## config.mk

```make
export PLATFORM = sky130hd
export DESIGN_NAME = m_datapath_flat
export DESIGN_NICKNAME = d
export VERILOG_FILES = /design/src/rtl/m_datapath_if.sv /design/src/rtl/m_datapath.sv /design/src/flat_wrapper.sv
export SDC_FILE = /design/constraint.sdc
export NUM_CORES = 2
export LEC_CHECK = 0
export ABC_AREA = 1
export BUFFER_PORTS_ARGS = -buffer_cell sky130_fd_sc_hd__buf_2
export CORE_MARGIN = 2
export CORE_UTILIZATION = 45
export DETAILED_ROUTE_END_ITERATION = 8
export GPL_TIMING_DRIVEN = 0
export PLACE_DENSITY = 0.66
export SLEW_MARGIN = 20
export SYNTH_ARGS = -nofsm -noshare
export SYNTH_HDL_FRONTEND = slang
export SYNTH_SLANG_ARGS = --single-unit
```

## constraint.sdc

```tcl
create_clock -name clk -period 19.6 [get_ports clk]
set_input_delay 1.96 -clock clk [delete_from_list [all_inputs] [get_ports clk]]
set_output_delay 1.96 -clock clk [all_outputs]
set_load 0.01 [all_outputs]
```

## src/rtl/m_datapath_if.sv

```systemverilog
// Interface bundling the controller-to-datapath select bus, the PCPI operands and the result.
// The controller (or a testbench) drives the selects through the master modport.
// The datapath consumes them through the slave modport.
interface m_datapath_if;
  logic [31:0] rs1;
  logic [31:0] rs2;
  logic [2:0]  mux_R;
  logic [1:0]  mux_D;
  logic [1:0]  mux_Z;
  logic [1:0]  mux_multA;
  logic [1:0]  mux_multB;
  logic        mux_div_rem;
  logic [2:0]  mux_out;
  logic [31:0] pcpi_rd;

  modport master (
    output rs1, rs2, mux_R, mux_D, mux_Z, mux_multA, mux_multB, mux_div_rem, mux_out,
    input  pcpi_rd
  );

  modport slave (
    input  rs1, rs2, mux_R, mux_D, mux_Z, mux_multA, mux_multB, mux_div_rem, mux_out,
    output pcpi_rd
  );
endinterface

```

## src/rtl/m_datapath.sv

```systemverilog
// m_datapath: arithmetic datapath of the PCPI M-extension coprocessor.
// It holds the remainder (R), divisor (D) and quotient (Z) registers, runs a 32-step restoring
// divider and a 33x33 signed multiplier, and drives pcpi_rd. There is no FSM here; every step is
// steered by the select codes coming from m_controller.
// Optional build macro M_DP_ASSERT_EN: when defined, SVA checks flag illegal or unknown select
// codes, SUB_KEEP without SHR, and runs of more than 32 SHL_ADD cycles.
module m_datapath #(
  parameter int XLEN = 32
) (
  input  logic          clk,
  input  logic          resetn,
  m_datapath_if.slave   bus
);

  // Select encodings shared with the controller
  localparam logic [2:0] R_KEEP     = 3'd0;
  localparam logic [2:0] R_A        = 3'd1;
  localparam logic [2:0] R_A_NEG    = 3'd2;
  localparam logic [2:0] R_SUB_KEEP = 3'd3;

  localparam logic [1:0] D_KEEP     = 2'd0;
  localparam logic [1:0] D_B        = 2'd1;
  localparam logic [1:0] D_B_NEG    = 2'd2;
  localparam logic [1:0] D_SHR      = 2'd3;

  localparam logic [1:0] Z_KEEP     = 2'd0;
  localparam logic [1:0] Z_ZERO     = 2'd1;
  localparam logic [1:0] Z_SHL_ADD  = 2'd2;

  localparam logic [1:0] OP_ZERO     = 2'd0;
  localparam logic [1:0] OP_UNSIGNED = 2'd1;
  localparam logic [1:0] OP_SIGNED   = 2'd2;

  localparam logic [2:0] OUT_ZERO        = 3'd0;
  localparam logic [2:0] OUT_MULT_LOWER  = 3'd1;
  localparam logic [2:0] OUT_MULT_UPPER  = 3'd2;
  localparam logic [2:0] OUT_DIV_REM     = 3'd3;
  localparam logic [2:0] OUT_DIV_REM_NEG = 3'd4;

  // Only the 32-bit datapath exists; anything else must fail at elaboration
  if (XLEN != 32) begin : g_xlenCheck
    $error("m_datapath: only XLEN=32 is supported");
  end

  logic [63:0] r_rem;
  logic [63:0] r_div;
  logic [31:0] r_quo;
  logic [63:0] r_prod;
  logic [31:0] r_divRem;
  logic        r_dz;
  logic        r_drZ;

  logic        w_geq;
  logic [31:0] w_negA;
  logic [31:0] w_negB;
  logic [31:0] w_dvdB;
  logic [32:0] w_opA;
  logic [32:0] w_opB;
  logic [63:0] w_prod;
  logic [31:0] w_negDr;

  // One compare serves both the conditional subtract and the quotient bit of this step
  assign w_geq   = (r_rem >= r_div);
  assign w_negA  = 32'd0 - bus.rs1;
  assign w_negB  = 32'd0 - bus.rs2;
  assign w_dvdB  = r_div[62:31];
  assign w_negDr = 32'd0 - r_divRem;

  // Multiplier operands; ZERO and illegal codes isolate the operand to 0
  always_comb begin
    w_opA = 33'd0;
    w_opB = 33'd0;
    case (bus.mux_multA)
      OP_UNSIGNED: w_opA = {1'b0, r_rem[31:0]};
      OP_SIGNED:   w_opA = {r_rem[31], r_rem[31:0]};
      default:     w_opA = 33'd0;
    endcase
    case (bus.mux_multB)
      OP_UNSIGNED: w_opB = {1'b0, w_dvdB};
      OP_SIGNED:   w_opB = {w_dvdB[31], w_dvdB};
      default:     w_opB = 33'd0;
    endcase
  end

  // Sign-extending both 33-bit operands to 64 bits makes the low 64 product bits exact
  assign w_prod = {{31{w_opA[32]}}, w_opA} * {{31{w_opB[32]}}, w_opB};

  // Remainder register: operand load or one conditional-subtract step
  always_ff @(posedge clk or negedge resetn) begin
    if (!resetn) begin
      r_rem <= 64'd0;
    end else begin
      case (bus.mux_R)
        R_A:        r_rem <= {32'd0, bus.rs1};
        R_A_NEG:    r_rem <= {32'd0, w_negA};
        R_SUB_KEEP: if (w_geq) r_rem <= r_rem - r_div;
        default:    r_rem <= r_rem;
      endcase
    end
  end

  // Divisor register: loads the divisor pre-shifted by 31 and walks it right one bit per step
  always_ff @(posedge clk or negedge resetn) begin
    if (!resetn) begin
      r_div <= 64'd0;
      r_dz  <= 1'b0;
    end else begin
      case (bus.mux_D)
        D_B: begin
          r_div <= {1'b0, bus.rs2, 31'd0};
          r_dz  <= (bus.rs2 == 32'd0);
        end
        D_B_NEG: begin
          r_div <= {1'b0, w_negB, 31'd0};
          r_dz  <= (bus.rs2 == 32'd0);
        end
        D_SHR:   r_div <= r_div >> 1;
        default: r_div <= r_div;
      endcase
    end
  end

  // Quotient register: cleared on load, then shifts in one quotient bit per step
  always_ff @(posedge clk or negedge resetn) begin
    if (!resetn) begin
      r_quo <= 32'd0;
    end else begin
      case (bus.mux_Z)
        Z_ZERO:    r_quo <= 32'd0;
        Z_SHL_ADD: r_quo <= {r_quo[30:0], w_geq};
        default:   r_quo <= r_quo;
      endcase
    end
  end

  // Product and divide-result registers capture every cycle so DONE sees the SELECT-cycle choice
  always_ff @(posedge clk or negedge resetn) begin
    if (!resetn) begin
      r_prod   <= 64'd0;
      r_divRem <= 32'd0;
      r_drZ    <= 1'b0;
    end else begin
      r_prod   <= w_prod;
      r_divRem <= bus.mux_div_rem ? r_quo : r_rem[31:0];
      r_drZ    <= bus.mux_div_rem;
    end
  end

  // Result mux; a quotient read after a zero divisor returns all ones
  always_comb begin
    bus.pcpi_rd = 32'd0;
    case (bus.mux_out)
      OUT_MULT_LOWER:  bus.pcpi_rd = r_prod[31:0];
      OUT_MULT_UPPER:  bus.pcpi_rd = r_prod[63:32];
      OUT_DIV_REM:     bus.pcpi_rd = (r_dz && r_drZ) ? 32'hFFFF_FFFF : r_divRem;
      OUT_DIV_REM_NEG: bus.pcpi_rd = (r_dz && r_drZ) ? 32'hFFFF_FFFF : w_negDr;
      default:         bus.pcpi_rd = 32'd0;
    endcase
  end

`ifdef M_DP_ASSERT_EN
  logic [5:0] r_shlRun;

  // Length of the current run of consecutive SHL_ADD cycles, saturating above 32
  always_ff @(posedge clk or negedge resetn) begin
    if (!resetn) begin
      r_shlRun <= 6'd0;
    end else if (bus.mux_Z == Z_SHL_ADD) begin
      if (r_shlRun != 6'd33) r_shlRun <= r_shlRun + 6'd1;
    end else begin
      r_shlRun <= 6'd0;
    end
  end

  a_selKnown: assert property (@(posedge clk) disable iff (!resetn)
    !$isunknown({bus.mux_R, bus.mux_D, bus.mux_Z, bus.mux_multA, bus.mux_multB,
                 bus.mux_div_rem, bus.mux_out}))
    else $error("m_datapath: unknown select value");

  a_selLegal: assert property (@(posedge clk) disable iff (!resetn)
    (bus.mux_R <= R_SUB_KEEP) && (bus.mux_Z != 2'd3) && (bus.mux_multA != 2'd3) &&
    (bus.mux_multB != 2'd3) && (bus.mux_out <= OUT_DIV_REM_NEG))
    else $error("m_datapath: illegal select code");

  a_subWithShr: assert property (@(posedge clk) disable iff (!resetn)
    (bus.mux_R == R_SUB_KEEP) |-> (bus.mux_D == D_SHR))
    else $error("m_datapath: SUB_KEEP without SHR");

  a_shlRunLen: assert property (@(posedge clk) disable iff (!resetn)
    !((r_shlRun >= 6'd32) && (bus.mux_Z == Z_SHL_ADD)))
    else $error("m_datapath: more than 32 consecutive SHL_ADD cycles");
`endif

endmodule

```

## src/flat_wrapper.sv

```systemverilog
// flat-port wrapper written by rule: the top's interface ports become plain ports
module m_datapath_flat 
#(
  parameter int XLEN = 32
)
  (clk, resetn, bus_rs1, bus_rs2, bus_mux_R, bus_mux_D, bus_mux_Z, bus_mux_multA, bus_mux_multB, bus_mux_div_rem, bus_mux_out, bus_pcpi_rd);
  m_datapath_if bus_i ();
  input  logic clk;
  input  logic resetn;
  input wire logic [$bits(bus_i.rs1)-1:0] bus_rs1;
  input wire logic [$bits(bus_i.rs2)-1:0] bus_rs2;
  input wire logic [$bits(bus_i.mux_R)-1:0] bus_mux_R;
  input wire logic [$bits(bus_i.mux_D)-1:0] bus_mux_D;
  input wire logic [$bits(bus_i.mux_Z)-1:0] bus_mux_Z;
  input wire logic [$bits(bus_i.mux_multA)-1:0] bus_mux_multA;
  input wire logic [$bits(bus_i.mux_multB)-1:0] bus_mux_multB;
  input wire logic [$bits(bus_i.mux_div_rem)-1:0] bus_mux_div_rem;
  input wire logic [$bits(bus_i.mux_out)-1:0] bus_mux_out;
  output wire logic [$bits(bus_i.pcpi_rd)-1:0] bus_pcpi_rd;
  assign bus_i.rs1 = bus_rs1;
  assign bus_i.rs2 = bus_rs2;
  assign bus_i.mux_R = bus_mux_R;
  assign bus_i.mux_D = bus_mux_D;
  assign bus_i.mux_Z = bus_mux_Z;
  assign bus_i.mux_multA = bus_mux_multA;
  assign bus_i.mux_multB = bus_mux_multB;
  assign bus_i.mux_div_rem = bus_mux_div_rem;
  assign bus_i.mux_out = bus_mux_out;
  assign bus_pcpi_rd = bus_i.pcpi_rd;
  m_datapath #(.XLEN(XLEN)) u_core (.clk(clk), .resetn(resetn), .bus(bus_i));
endmodule
```

==> results by group <==
Floorplan
  – Die Height: between 300 and 400 µm
  – I/O pins: 113
  – Chip Width: 359 µm
  – Initial core utilization: about 45%
  – Rows: 130
  – CORE AREA: 125000 µm²
  – Die ar.: 129000 µm²

Logic synthesis
  – Yosys reg bits: 257
  – Sequential element share of the synthesized area: 11.3%
  – Synth Warn #: 0
  – Avg Inst Size Synth: ~7.7 µm²
  – Count of different cell masters after synthesis: 49
  – Syn nets: 8900
  – Cells after synthesis: 7407
  – Post-Synthesis Cell Area: 56800 µm²

CTS
  – Setup bufs post-CTS: 0
  – TritonCTS clock tree: done
  – Root Driver: clkbuf_16
  – H-tree Lvls: 1
  – TritonCTS Sinks: roughly 260
  – Worst skew pair latency: 0.63 ns
  – TritonCTS Buffers: 30
  – Clk buf depth: 3
  – Resized cells post-CTS: 0
  – # hold bufs at CTS: 0
  – Clk slew on worst S/H paths: roughly 0.060 ns

Detailed routing
  – Vias: about 52000
  – Drt via density: 5.65
  – Initial DRC Count: a little under 6000
  – Post-route ant nets: 0
  – Routed Wire Length: around 260000 µm
  – Drt drc: 0
  – Wire length per cell: 28.1 µm
  – Detailed-router iteration count before antenna repair: 7

Place
  – Final GP Congestion: 1.09
  – Placed cells: 9181
  – Placed inst area: 59800 µm²
  – DP HPWL: approximately 220000 µm
  – # port buffers: 112

Pwr
  – Comb pwr share: 55.4%
  – Clock power share: between 20% and 30%
  – Seq pwr share: 23.0%
  – Max rail drop VDD: between 70 and 80 µV
  – Pint: 1.40 mW
  – Lkg Pwr: 31.0 nW
  – Net Sw Frac: 51.5%
  – Pwr/cell area: 47.3 nW/µm²
  – Switching power: 1.49 mW

Critical path
  – Max incr delay on CP: ~0.94 ns
  – Crit path from: bus_mux_multB[0]
  – Worst EP required: around 20 ns
  – Critical path's most frequent cell: inv_1
  – CP arrival: about 13 ns
  – CP max FO: 13
  – Worst flop-to-flop path startpoint: u_core.r_div[33]
  – Crit start category: input pin
  – Crit end category: register
  – Slowest CP cell: clkbuf_1
  – WS Path Type: in2reg

STA
  – Worst-margin pin slew: 1.32 ns
  – Slew HR: 11.9%
  – Final period utilization: 66.1%
  – Max Slew Vio Count: 0
  – Final Critical Period: 12.96 ns
  – Worst hold margin: 0.485 ns
  – # setup viols final: 0
  – RSZ-0062 raised after global routing: false
  – Final hold violation count: 0
  – FMAX: between 70 and 80 MHz
  – Setup TNS: 0 ns
  – Clk_skew: 0.0273 ns

Global routing
  – Vias in the first global route: 52600
  – Antenna violations before repair: 15
  – First-pass GRT wire length: about 370000 µm
  – Largest net degree at the start of global routing: 97
  – Total congestion overflow: 0
  – Total Routing Usage GR: 40.2%

Finish
  – Nets@finish: a little over 9000
  – Fraction of layout cells with a size suffix above 1: 4.35%
  – Fin cells: 9242
  – Area Overhead vs Synth: 7.14%
  – Fillcell total: 12700
  – Final Cell Area: 60900 µm²
  – Final Util: 48.6%

Job
  – MaxCap Viol Count: 0

Min path
  – Worst Hold Launch: u_core.r_rem[39]
  – Worst hold path class: reg2reg

Outcome
  – Outcome: completed
==> metrics by stage <==
stage	total power, mW	setup WS (ns)
finish	2.88	6.64
global route	3.00	6.34
CTS	2.83	6.83
detailed placement	2.21	6.21
global placement	2.19	5.78
floorplan	1.48	9.52
==> metal layers <==
| metal | GRT usage (%) | up-vias | share of wire, % |
|---|---|---|---|
| met5 | 0 | - | 0.047 |
| met2 | 58.7 | 2819 | 42 |
| met3 | 10.6 | 655 | 11 |
| met4 | 24.0 | 18 | 7.6 |
| li1 | - | 22400 | - |
| met1 | 53.6 | 26300 | 40 |
==> registers in the layout, summed over array words and instances (netlist names) <==
name	count
u_core.r_rem	64
u_core.r_dz	1
u_core.r_quo	32
u_core.r_div	63
u_core.r_divRem	32
u_core.r_prod	64
u_core.r_drZ	1
==> critical path, delay by kind of cell <==
family / cells / cell delay, ns
xor+xnor: 1 / 0.28
buf+inv: 15 / 3.88
fa+ha+maj: 10 / 5.63
simple gates: 9 / 1.62
==> cells by family (layout without fill, tap and decap cells) <==
logic type / count (synthesis) / after routing / synth area share (%)
adders and majority gates: 1412 / 1412 / 46.0
DFF: 257 / 257 / 11.3
xor gates and xnor gates: 90 / 90 / 1.39
buffers and inverters: 1954 / 2136 / 13.0
other: 0 / 3 / 0
AOI/OAI and AO/OA: 600 / 600 / 5.98
and+or+nand+nor: 3094 / 3094 / 22.3
==> Yosys cell counts (all sizes together) <==
library cell | number | share of area [%]
o21ai | 238 | 2.1
o2111ai | 1 | 0.015
nand3b | 29 | 0.38
fa | 1126 | 40
a31oi | 18 | 0.20
a21boi | 6 | 0.079
o21bai | 25 | 0.33
and2 | 2 | 0.022
o211ai | 7 | 0.092
ha | 286 | 6.3
o31ai | 5 | 0.066
a221oi | 32 | 0.49
a21o | 6 | 0.079
nand3 | 321 | 2.9
inv | 1690 | 11
a32oi | 3 | 0.046
o21a | 4 | 0.053
nor2 | 1001 | 6.7
nor3 | 51 | 0.50
or2 | 23 | 0.25
buf | 22 | 0.27
clkbuf | 216 | 1.4
clkinv | 26 | 0.17
xor2 | 66 | 1.0
nor4 | 18 | 0.20
a21oi | 195 | 1.7
nand4 | 85 | 0.96
dfrtp | 257 | 11
nand2 | 1563 | 10
o22ai | 34 | 0.37
a22oi | 26 | 0.34
xnor2 | 24 | 0.37
and3 | 1 | 0.011
==> area by class of cell <==
cell class                      instances  area (µm²)  area share, %
Multi-Input combinational cell       5196       43100           70.8
Inverter                             1716        6440           10.6
Sequential cell                       257        6430           10.6
Tap cell                             1650        2060           3.39
Buffer                                238         993           1.63
Clock buffer                           40         848           1.39
Timing Repair Buffer                  127         795           1.30
Clock inverter                         15         208          0.341
Antenna cell                            3        7.51         0.0123
==> final timing paths <==
| check | to | slack [ns] | cells after the start |
|---|---|---|---|
| max in group asynchronous | u_core.r_prod[40] | 16.84 | 3 |
| setup / recovery | u_core.r_prod[56] | 6.64 | 35 |
| hold / removal | u_core.r_rem[39] | 0.49 | 2 |
| min in group asynchronous | u_core.r_rem[60] | 1.32 | 1 |
| hold reg to reg | u_core.r_rem[39] | 0.49 | 2 |
| setup reg to reg | u_core.r_prod[56] | 8.44 | 29 |
==> power groups by stage <==
stage / Combinational, mW / Sequential, mW / Clock, mW
3_5_place_dp: 1.54 / 0.668 / 0
5_1_grt: 1.68 / 0.667 / 0.648
2_1_floorplan: 0.843 / 0.639 / 0
4_1_cts: 1.55 / 0.660 / 0.626
6_report: 1.60 / 0.663 / 0.622
3_3_place_gp: 1.52 / 0.669 / 0
==> cells in the final DEF (no fill, tap or decap), types with 5 or more instances in the layout <==
master | synthesis | final
o211ai_1 | 7 | 7
a221oi_1 | 32 | 32
nand2_2 | 15 | 15
clkbuf_8 | 0 | 6
nand4_1 | 84 | 84
buf_1 | 9 | 9
inv_1 | 1673 | 1673
clkbuf_16 | 0 | 30
nand2_1 | 1547 | 1547
inv_2 | 17 | 17
or2_2 | 23 | 23
nor2_1 | 993 | 959
nand3_1 | 311 | 311
xnor2_1 | 24 | 24
clkbuf_2 | 1 | 23
clkbuf_1 | 215 | 197
buf_8 | 0 | 7
ha_1 | 286 | 286
o22ai_1 | 34 | 34
clkinv_1 | 26 | 26
a31oi_1 | 18 | 18
nor2_2 | 4 | 36
a21o_1 | 6 | 6
buf_2 | 5 | 116
nand3_2 | 10 | 10
fa_1 | 1126 | 1125
nor4_1 | 18 | 18
o21bai_1 | 25 | 25
nand3b_1 | 29 | 29
a22oi_1 | 26 | 26
nor3_2 | 3 | 5
o21ai_0 | 236 | 236
o31ai_1 | 5 | 5
xor2_1 | 66 | 66
nor2_4 | 4 | 6
dfrtp_1 | 257 | 257
a21oi_1 | 195 | 195
buf_6 | 6 | 13
nor3_1 | 47 | 45
(Power assumes the default switching activity.)
